[config.mk]
export PLATFORM = sky130hd
export DESIGN_NAME = digit_entry_ctrl
export DESIGN_NICKNAME = d
export VERILOG_FILES = /design/src/rtl/digi_clk_pkg.sv /design/src/rtl/btn_edge.sv /design/src/rtl/digit_entry_ctrl.sv
export SDC_FILE = /design/constraint.sdc
export NUM_CORES = 1
export LEC_CHECK = 0
export CORE_UTILIZATION = 40
export CTS_BUF_LIST = sky130_fd_sc_hd__clkbuf_8 sky130_fd_sc_hd__clkbuf_16
export DETAILED_ROUTE_END_ITERATION = 8
export GPL_TIMING_DRIVEN = 0
export HOLD_SLACK_MARGIN = 0.1
export SLEW_MARGIN = 40
export SYNTH_ARGS = -nofsm -noshare
export SYNTH_HDL_FRONTEND = slang
export SYNTH_SLANG_ARGS = --single-unit
export TNS_END_PERCENT = 30
[constraint.sdc]
create_clock -name clk_out -period 8.1 [get_ports clk_out]
set_input_delay 0.81 -clock clk_out [delete_from_list [all_inputs] [get_ports clk_out]]
set_output_delay 0.81 -clock clk_out [all_outputs]
set_load 0.1 [all_outputs]
[src/rtl/digi_clk_pkg.sv]
// rtl/digi_clk_pkg.sv - shared types, encodings and digit-range helpers for digi_clk entry logic
package digi_clk_pkg;

    typedef enum logic [1:0] {
        ST_IDLE,
        ST_EDIT,
        ST_COMMIT,
        ST_DONE
    } state_t;

    localparam logic [1:0] MODE_CLK = 2'b00;
    localparam logic [1:0] MODE_ALM = 2'b01;
    localparam logic [1:0] MODE_TMR = 2'b10;

    localparam logic [2:0] IDX_S2 = 3'd0;
    localparam logic [2:0] IDX_S1 = 3'd1;
    localparam logic [2:0] IDX_M2 = 3'd2;
    localparam logic [2:0] IDX_M1 = 3'd3;
    localparam logic [2:0] IDX_H2 = 3'd4;
    localparam logic [2:0] IDX_H1 = 3'd5;

    localparam logic [3:0] LIM_S2    = 4'd9;
    localparam logic [3:0] LIM_S1    = 4'd5;
    localparam logic [3:0] LIM_M2    = 4'd9;
    localparam logic [3:0] LIM_M1    = 4'd5;
    localparam logic [3:0] LIM_H2    = 4'd9;
    localparam logic [3:0] LIM_H2_20 = 4'd3;
    localparam logic [3:0] LIM_H1    = 4'd2;

    function automatic logic [3:0] get_digit(input logic [23:0] val, input logic [2:0] idx);
        return val[{idx, 2'b00} +: 4];
    endfunction

    function automatic logic [2:0] first_idx(input logic [1:0] mode);
        return (mode == MODE_ALM) ? IDX_M2 : IDX_S2;
    endfunction

    function automatic logic [3:0] digit_limit(input logic [2:0] idx, input logic [3:0] h1);
        case (idx)
            IDX_S2:  return LIM_S2;
            IDX_S1:  return LIM_S1;
            IDX_M2:  return LIM_M2;
            IDX_M1:  return LIM_M1;
            IDX_H2:  return (h1 == 4'd2) ? LIM_H2_20 : LIM_H2;
            default: return LIM_H1;
        endcase
    endfunction

    // Steps one digit with wrap; moving h1 to 2 pulls an out-of-range h2 down to 3.
    function automatic logic [23:0] step_digit(input logic [23:0] val, input logic [2:0] idx,
                                               input logic up);
        logic [23:0] r;
        logic [3:0]  d;
        logic [3:0]  lim;
        logic [3:0]  nd;
        r   = val;
        d   = get_digit(val, idx);
        lim = digit_limit(idx, val[23:20]);
        if (up)
            nd = (d >= lim) ? 4'd0 : d + 4'd1;
        else
            nd = (d == 4'd0) ? lim : d - 4'd1;
        r[{idx, 2'b00} +: 4] = nd;
        if (idx == IDX_H1 && nd == 4'd2 && r[19:16] > LIM_H2_20)
            r[19:16] = LIM_H2_20;
        return r;
    endfunction

endpackage

[src/rtl/btn_edge.sv]
// rtl/btn_edge.sv - registers one push-button and emits a one-cycle rising-edge pulse
module btn_edge (
    input  logic clk_out,
    input  logic swrst,
    input  logic btn,
    output logic pulse
);

    logic cur;
    logic prev;

    always_ff @(posedge clk_out or posedge swrst) begin
        if (swrst) begin
            cur  <= 1'b0;
            prev <= 1'b0;
        end else begin
            cur  <= btn;
            prev <= cur;
        end
    end

    assign pulse = cur & ~prev;

endmodule

[src/rtl/digit_entry_ctrl.sv]
// rtl/digit_entry_ctrl.sv - button-driven BCD time entry with per-digit replay to digi_clk loaders
module digit_entry_ctrl
    import digi_clk_pkg::*;
#(
    parameter int NUM_DIGITS = 6,
    parameter int SEL_W      = 3,
    parameter int DIG_W      = 4
) (
    input  logic                        clk_out,
    input  logic                        swrst,
    input  logic                        btn_enter,
    input  logic                        btn_cancel,
    input  logic                        btn_next,
    input  logic                        btn_inc,
    input  logic                        btn_dec,
    input  logic [1:0]                  mode,
    input  logic [NUM_DIGITS*DIG_W-1:0] cur_digits,
    output logic [SEL_W-1:0]            select,
    output logic [DIG_W-1:0]            loadin,
    output logic                        load,
    output logic                        almin,
    output logic                        tmrin,
    output logic [NUM_DIGITS*DIG_W-1:0] edit_val,
    output logic [SEL_W-1:0]            cursor,
    output logic                        busy,
    output logic                        done
);

    logic enter_p, cancel_p, next_p, inc_p, dec_p;

    btn_edge u_enter  (.clk_out(clk_out), .swrst(swrst), .btn(btn_enter),  .pulse(enter_p));
    btn_edge u_cancel (.clk_out(clk_out), .swrst(swrst), .btn(btn_cancel), .pulse(cancel_p));
    btn_edge u_next   (.clk_out(clk_out), .swrst(swrst), .btn(btn_next),   .pulse(next_p));
    btn_edge u_inc    (.clk_out(clk_out), .swrst(swrst), .btn(btn_inc),    .pulse(inc_p));
    btn_edge u_dec    (.clk_out(clk_out), .swrst(swrst), .btn(btn_dec),    .pulse(dec_p));

    state_t     state;
    logic [1:0] mode_r;
    logic [2:0] cidx;
    logic       hold;
    logic [1:0] mode_eff;

    // Reserved mode 11 behaves as the clock target.
    assign mode_eff = (mode == MODE_ALM || mode == MODE_TMR) ? mode : MODE_CLK;

    always_ff @(posedge clk_out or posedge swrst) begin
        if (swrst) begin
            state    <= ST_IDLE;
            mode_r   <= MODE_CLK;
            cidx     <= 3'd0;
            hold     <= 1'b0;
            select   <= '0;
            loadin   <= '0;
            load     <= 1'b0;
            almin    <= 1'b0;
            tmrin    <= 1'b0;
            edit_val <= '0;
            cursor   <= '0;
            busy     <= 1'b0;
            done     <= 1'b0;
        end else begin
            done <= 1'b0;
            case (state)
                ST_IDLE: begin
                    if (!cancel_p && enter_p) begin
                        edit_val <= cur_digits;
                        mode_r   <= mode_eff;
                        cursor   <= first_idx(mode_eff);
                        busy     <= 1'b1;
                        state    <= ST_EDIT;
                    end
                end
                ST_EDIT: begin
                    if (cancel_p) begin
                        busy  <= 1'b0;
                        state <= ST_IDLE;
                    end else if (enter_p) begin
                        cidx   <= first_idx(mode_r);
                        hold   <= 1'b0;
                        select <= first_idx(mode_r);
                        loadin <= get_digit(edit_val, first_idx(mode_r));
                        load   <= (mode_r == MODE_CLK);
                        almin  <= (mode_r == MODE_ALM);
                        tmrin  <= (mode_r == MODE_TMR);
                        state  <= ST_COMMIT;
                    end else if (next_p) begin
                        cursor <= (cursor == IDX_H1) ? first_idx(mode_r) : cursor + 3'd1;
                    end else if (inc_p) begin
                        edit_val <= step_digit(edit_val, cursor, 1'b1);
                    end else if (dec_p) begin
                        edit_val <= step_digit(edit_val, cursor, 1'b0);
                    end
                end
                ST_COMMIT: begin
                    // The last digit is presented twice so the consumer can settle its count.
                    if (hold) begin
                        select <= '0;
                        loadin <= '0;
                        load   <= 1'b0;
                        almin  <= 1'b0;
                        tmrin  <= 1'b0;
                        busy   <= 1'b0;
                        done   <= 1'b1;
                        state  <= ST_DONE;
                    end else if (cidx == IDX_H1) begin
                        hold <= 1'b1;
                    end else begin
                        cidx   <= cidx + 3'd1;
                        select <= cidx + 3'd1;
                        loadin <= get_digit(edit_val, cidx + 3'd1);
                    end
                end
                default: begin
                    state <= ST_IDLE;
                end
            endcase
        end
    end

endmodule

==> impl_metrics.py, run 1 <==
metrics = {
    "sta": {
        "finClkSkew_ps": 15.2,
        "slew_viol_final": 0,
        "slew_headroom": 0.511,
        "rsz0062_at_grt": "false",
        "period_needed_ps": 4120,
        "finalSetupViolations": 0,
        "tightest_slew_ps": 727,
        "fin_crit_sh": 0.509,
        "tns_ps": 0,
        "setup_slack_ps": 3980,
        "fmax_ghz": 0.243,
        "hold_viol": 0,
    },
    "route": {
        "via_count": 3707,
        "drc": 0,
        "wl_per_cell_um": 18.6,
        "via_per_inst": 5.76,
        "dr.pass1.iters": 7,
        "drt-total-wl_um": 12000,
        "drt_first_iter_violations": 277,
        "ant_nets": 0,
    },
    "clock_tree": {
        "cts-htree-levels": 3,
        "root_buffer": "clkbuf_8",
        "cts.sinks": 57,
        "clock_latency_ps": 360,
        "cts_hold_buf": 0,
        "numCtsBuffers": 9,
        "post-cts-setup-buffer-count": 0,
        "clock_path_buffers": 2,
        "post_cts_resized": 0,
        "clk_pin_slew_ps": 70,
        "cts_tree": "done",
    },
    "min_path": {
        "worstHoldPathCells": 0,
        "holdCritPathClass": "reg -> reg",
    },
    "grt": {
        "antenna_found_initial": 0,
        "grt_use_total": 0.248,
        "grt_pass1_vias": 3514,
        "grt-ovfl-total": 0,
        "grt_pass1_wl_um": 19000,
        "grt_max_degree": 32,
    },
    "synth": {
        "synthCells": 425,
        "async_flop_share": 1.00,
        "synth.avg_cell_area_um2": 9.14,
        "yosys-top-cells-area": "dfrtp_1 37%, ha_1 6.1%, mux2_2 4.6%",
        "synth_edf_count": 0,
        "synth_warnings": 0,
        "synth.top_cell.area_share": 0.367,
        "syn_nets": 477,
        "syn_area_mm2": 0.00389,
        "ys_seq_elements": 57,
        "ys_types": 68,
        "ys_seq_area_frac": 0.367,
        "synthFlopType": "dfrtp_1",
        "synth_top_cell_by_area": "dfrtp_1",
    },
    "cells_and_area": {
        "final_core_util": 0.513,
        "diodes": 0,
        "design_area_mm2": 0.00479,
        "drive_gt1_frac": 0.186,
        "synthToLayoutAreaGrowth_pct": 23.2,
        "layout.nets": 562,
    },
    "place": {
        "pre_cts_ws_ps": 4100,
        "gp_congestion": 0.949,
        "port_buffers": 71,
        "dpl.hpwl_um": 9020,
        "placed_cell_area_mm2": 0.00459,
    },
    "setup_path": {
        "required_ps": 8310,
        "cp_max_fo": 10,
        "worstRegToRegCells": 13,
        "crit_type": "reg -> reg",
        "end_kind": "register",
        "worstPathArrival_ps": 4330,
        "start_kind": "register",
    },
    "floorplanning": {
        "die_h_um": 101,
        "num_rows": 35,
        "ios": 72,
        "design.die.area_mm2": 0.0101,
        "start_util": 0.417,
        "core_mm2": 0.00933,
        "die_w_um": 101,
    },
    "run_status": {
        "run_status": "complete, no violations",
    },
    "job": {
        "drv_cap": 0,
    },
}
placed cells by master (no fill, tap or decap), types with 3 or more instances in the layout:
| master | n |
|---|---|
| a21boi_0 | 4 |
| a21o_1 | 4 |
| a21oi_1 | 24 |
| a22oi_1 | 14 |
| a2bb2oi_1 | 3 |
| a31oi_1 | 7 |
| buf_1 | 5 |
| buf_2 | 41 |
| clkbuf_1 | 13 |
| clkbuf_8 | 9 |
| clkdlybuf4s50_1 | 32 |
| dfrtp_1 | 57 |
| ha_1 | 19 |
| inv_1 | 14 |
| mux2_2 | 16 |
| mux2i_1 | 11 |
| mux4_2 | 4 |
| nand2_1 | 45 |
| nand2b_1 | 11 |
| nand3_1 | 6 |
| nor2_1 | 29 |
| nor2b_1 | 8 |
| nor3_1 | 8 |
| o21a_1 | 10 |
| o21ai_0 | 23 |
| o221ai_1 | 5 |
| o22ai_1 | 21 |
| o31ai_1 | 7 |
| or2_2 | 3 |
layout make-up:
cell class	instances	area, um^2
inverter	15	58.8
timing repair buffer	74	543
tap	129	161
fill	893	4540
clock buffer	9	124
sequential	57	1430
multi-input combinational	333	2320
buffer	20	88.8
clock inverter	7	63.8
through the flow:
stage	hold WS (ps)	std cells
after global placement	357	625
after floorplan	347	425
final	355	644
after global routing	364	644
after CTS	361	644
after detailed placement	351	628
final timing paths:
path / slack, ps / to / start
setup / recovery: 3980 / edit_val[21] / cursor[0]
hold / removal: 350 / u_enter.prev / u_enter.cur
setup reg to reg: 3980 / edit_val[21] / cursor[0]
hold reg to reg: 350 / u_enter.prev / u_enter.cur
max in group asynchronous: 6820 / edit_val[21] / swrst
min in group asynchronous: 780 / cidx[0] / swrst
flip-flops by register name (all words and copies together) (netlist names), 2 cells and up:
name,count
edit_val,24
cursor,3
mode_r,2
state,2
select,3
loadin,4
cidx,3
synthesized netlist by cell type (all sizes together), types with 8 or more instances:
cell	instances
a21oi	26
o21ai	25
ha	19
nor2b	8
o21a	10
mux2i	11
mux2	18
inv	14
a22oi	14
dfrtp	57
nor2	29
nor3	8
clkbuf	13
nand2b	11
o22ai	21
nand2	45
critical path: stages, from the launching register on:
cell and delay (ps):
dfrtp_1 530, buf_2 300, inv_1 130, ha_1 250
ha_1 260, nor3_1 240, o21ai_0 230, a21boi_0 230
ha_1 350, a21oi_1 90, o21ai_0 580, o22ai_1 410
a22oi_1 290, a21oi_1 90
cell families (layout without fill, tap and decap cells):
family	after synthesis	count (layout)	synth area share
buffers and inverters	35	125	0.0373
flip-flops	57	57	0.367
adder cells (fa/ha/maj)	19	19	0.0612
XOR/XNOR	3	3	0.00676
AO/OA/AOI/OAI	144	144	0.250
AND/OR/NAND/NOR	134	134	0.174
multiplexers	33	33	0.105
layer usage:
layer,vias to the layer above,global-route usage,part of all wire
met4,0,0.0925,0.026
met5,-,0,0
met2,153,0.375,0.43
met1,1763,0.353,0.47
met3,26,0.0444,0.069
li1,1765,-,-
Power of run 1 is not shown: default switching activity piles up to over one toggle a cycle in this logic, so the estimate is an artifact.
==> inputs of run 2 (changes only) <==
Settings changed: PLACE_DENSITY set to 0.66.
Clock period 8.1 ns to 3.32 ns, I/O delays scaled along.
==> run 2 against run 1 <==
- final cell count increased by 1.2%
- count of clock-buffer cells in the layout unchanged
- sequential share of layout area decreased by 0.89 points
- core utilization increased by 1.9 points
- via count increased by 1.9%
- largest cell class unchanged
==> impl_metrics.py, run 2 (synthesis gave the netlist of run 1 again) <==
metrics = {
    "cells_and_area": {
        "top_regs": "edit_val x24, loadin x4",
        "num-fill-cells": 881,
        "multi_input_area_mm2": 0.00241,
        "layout.nets": 570,
        "design_area_mm2": 0.00497,
        "largest_register_ffs": 24,
        "diodes": 0,
        "max_flop_register": "edit_val",
        "drive_gt1_frac": 0.250,
        "regArea_mm2": 0.00144,
        "synthToLayoutAreaGrowth_pct": 27.9,
        "final_cell_mix": "49 x dfrtp_1, 43 x nand2_1, 39 x buf_2",
        "layout_commonest_cell": "dfrtp_1",
    },
    "sta": {
        "fmax_ghz": 0.312,
        "slew_viol_final": 0,
        "finalSetupViolations": 0,
        "slew_headroom": 0.400,
        "finClkSkew_ps": 9.58,
        "fin_crit_sh": 0.964,
        "hold_ws_ps": 274,
        "tightest_slew_ps": 892,
        "rsz0062_at_grt": "true",
        "hold_viol": 0,
        "setup_slack_ps": 119,
        "period_needed_ps": 3200,
        "tns_ps": 0,
    },
    "clock_tree": {
        "clk_pin_slew_ps": 70,
        "clock_path_buffers": 2,
        "root_buffer": "clkbuf_8",
        "numCtsBuffers": 9,
        "cts-htree-levels": 3,
        "clock_latency_ps": 350,
        "cts_hold_buf": 0,
        "cts_tree": "done",
        "cts.sinks": 57,
    },
    "route": {
        "drc": 0,
        "drt-total-wl_um": 11900,
        "drt_first_iter_violations": 279,
        "wl_per_cell_um": 18.3,
        "via_per_inst": 5.79,
        "via_count": 3778,
        "ant_nets": 0,
        "dr.pass1.iters": 5,
    },
    "setup_path": {
        "worstRegToRegCells": 12,
        "rrSetupSlack_ps": 120,
        "start_kind": "register",
        "crit_type": "reg -> reg",
        "end_kind": "register",
        "critPathTopFamily": "simple AND/OR/NAND/NOR gates",
        "reg2reg_to": "edit_val[16]",
        "cpPeakStageDelay_ps": 650,
        "required_ps": 3590,
        "worstPathArrival_ps": 3470,
        "crit_chain": "buf_6 > mux2_2 > a22oi_2 > nand2_2 > inv_2 > ha_4 > or2_2 > or4b_2 > nand3_2 > o21a_1 > a21oi_1 > o21ai_0",
        "slowest_stage": "or4b_2",
        "cp_max_fo": 10,
        "path_buf_inv": 2,
        "reg2reg_from": "cursor[2]",
    },
    "grt": {
        "grt_pass1_vias": 3556,
        "grt-ovfl-total": 0,
        "grt_max_degree": 38,
        "grt_use_total": 0.247,
        "antenna_found_initial": 0,
        "grt_pass1_wl_um": 18900,
    },
    "run_status": {
        "run_status": "complete, no violations",
    },
    "floorplanning": {
        "die_h_um": 101,
        "core_mm2": 0.00933,
        "start_util": 0.417,
        "die_w_um": 101,
        "num_rows": 35,
        "design.die.area_mm2": 0.0101,
        "ios": 72,
    },
    "min_path": {
        "holdCritPathClass": "in -> async",
    },
    "place": {
        "dpl.hpwl_um": 8830,
        "pre_cts_ws_ps": -215,
        "gp_congestion": 0.908,
        "port_buffers": 71,
        "placed_cell_area_mm2": 0.00465,
    },
    "job": {
        "drv_cap": 0,
    },
}
-- run 2: worst register-to-register path, stage by stage (launching register included) --
cell     delay (ps)
dfrtp_2         390
buf_6           150
mux2_2          350
a22oi_2         280
nand2_2         170
inv_2           110
ha_4            220
or2_2           300
or4b_2          650
nand3_2         100
o21a_1          180
a21oi_1          90
o21ai_0         150
-- run 2: final cells by class --
| class | count | share of cell area |
|---|---|---|
| clock buffer | 9 | 0.0249 |
| tap | 129 | 0.0325 |
| buffer | 20 | 0.0204 |
| sequential | 57 | 0.289 |
| clock inverter | 7 | 0.0144 |
| multi-input combinational | 333 | 0.484 |
| timing repair buffer | 82 | 0.123 |
| inverter | 15 | 0.0118 |
-- run 2: metrics by stage --
step                utilization  cells
floorplan                     -    425
global placement          0.516    625
detailed placement        0.498    628
CTS                       0.526    648
global route              0.533    652
finish                    0.533    652
-- run 2: per-layer routing --
layer  part of all wire  global-route usage
met1               0.46               0.344
met2               0.44               0.383
met3              0.064              0.0326
met4              0.030               0.110
met5                  0                   0
-- run 2: worst max path at each step --
stage,from,endpoint,depth (start not counted)
2_1_floorplan,cursor[0],edit_val[22],10
3_3_place_gp,cursor[1],edit_val[1],9
3_5_place_dp,cursor[0],edit_val[1],13
4_1_cts,cursor[0],edit_val[20],14
5_1_grt,cursor[0],edit_val[15],14
6_report,cursor[2],edit_val[16],12
-- run 2: repair_timing --
item | 4_1_cts | 5_1_grt
resized for setup | 5 | 13
pin swaps | 0 | 8
setup endpoints to repair | 23 | 24
buffers inserted | 4 | 4
Power of run 2 is left out for the same reason.
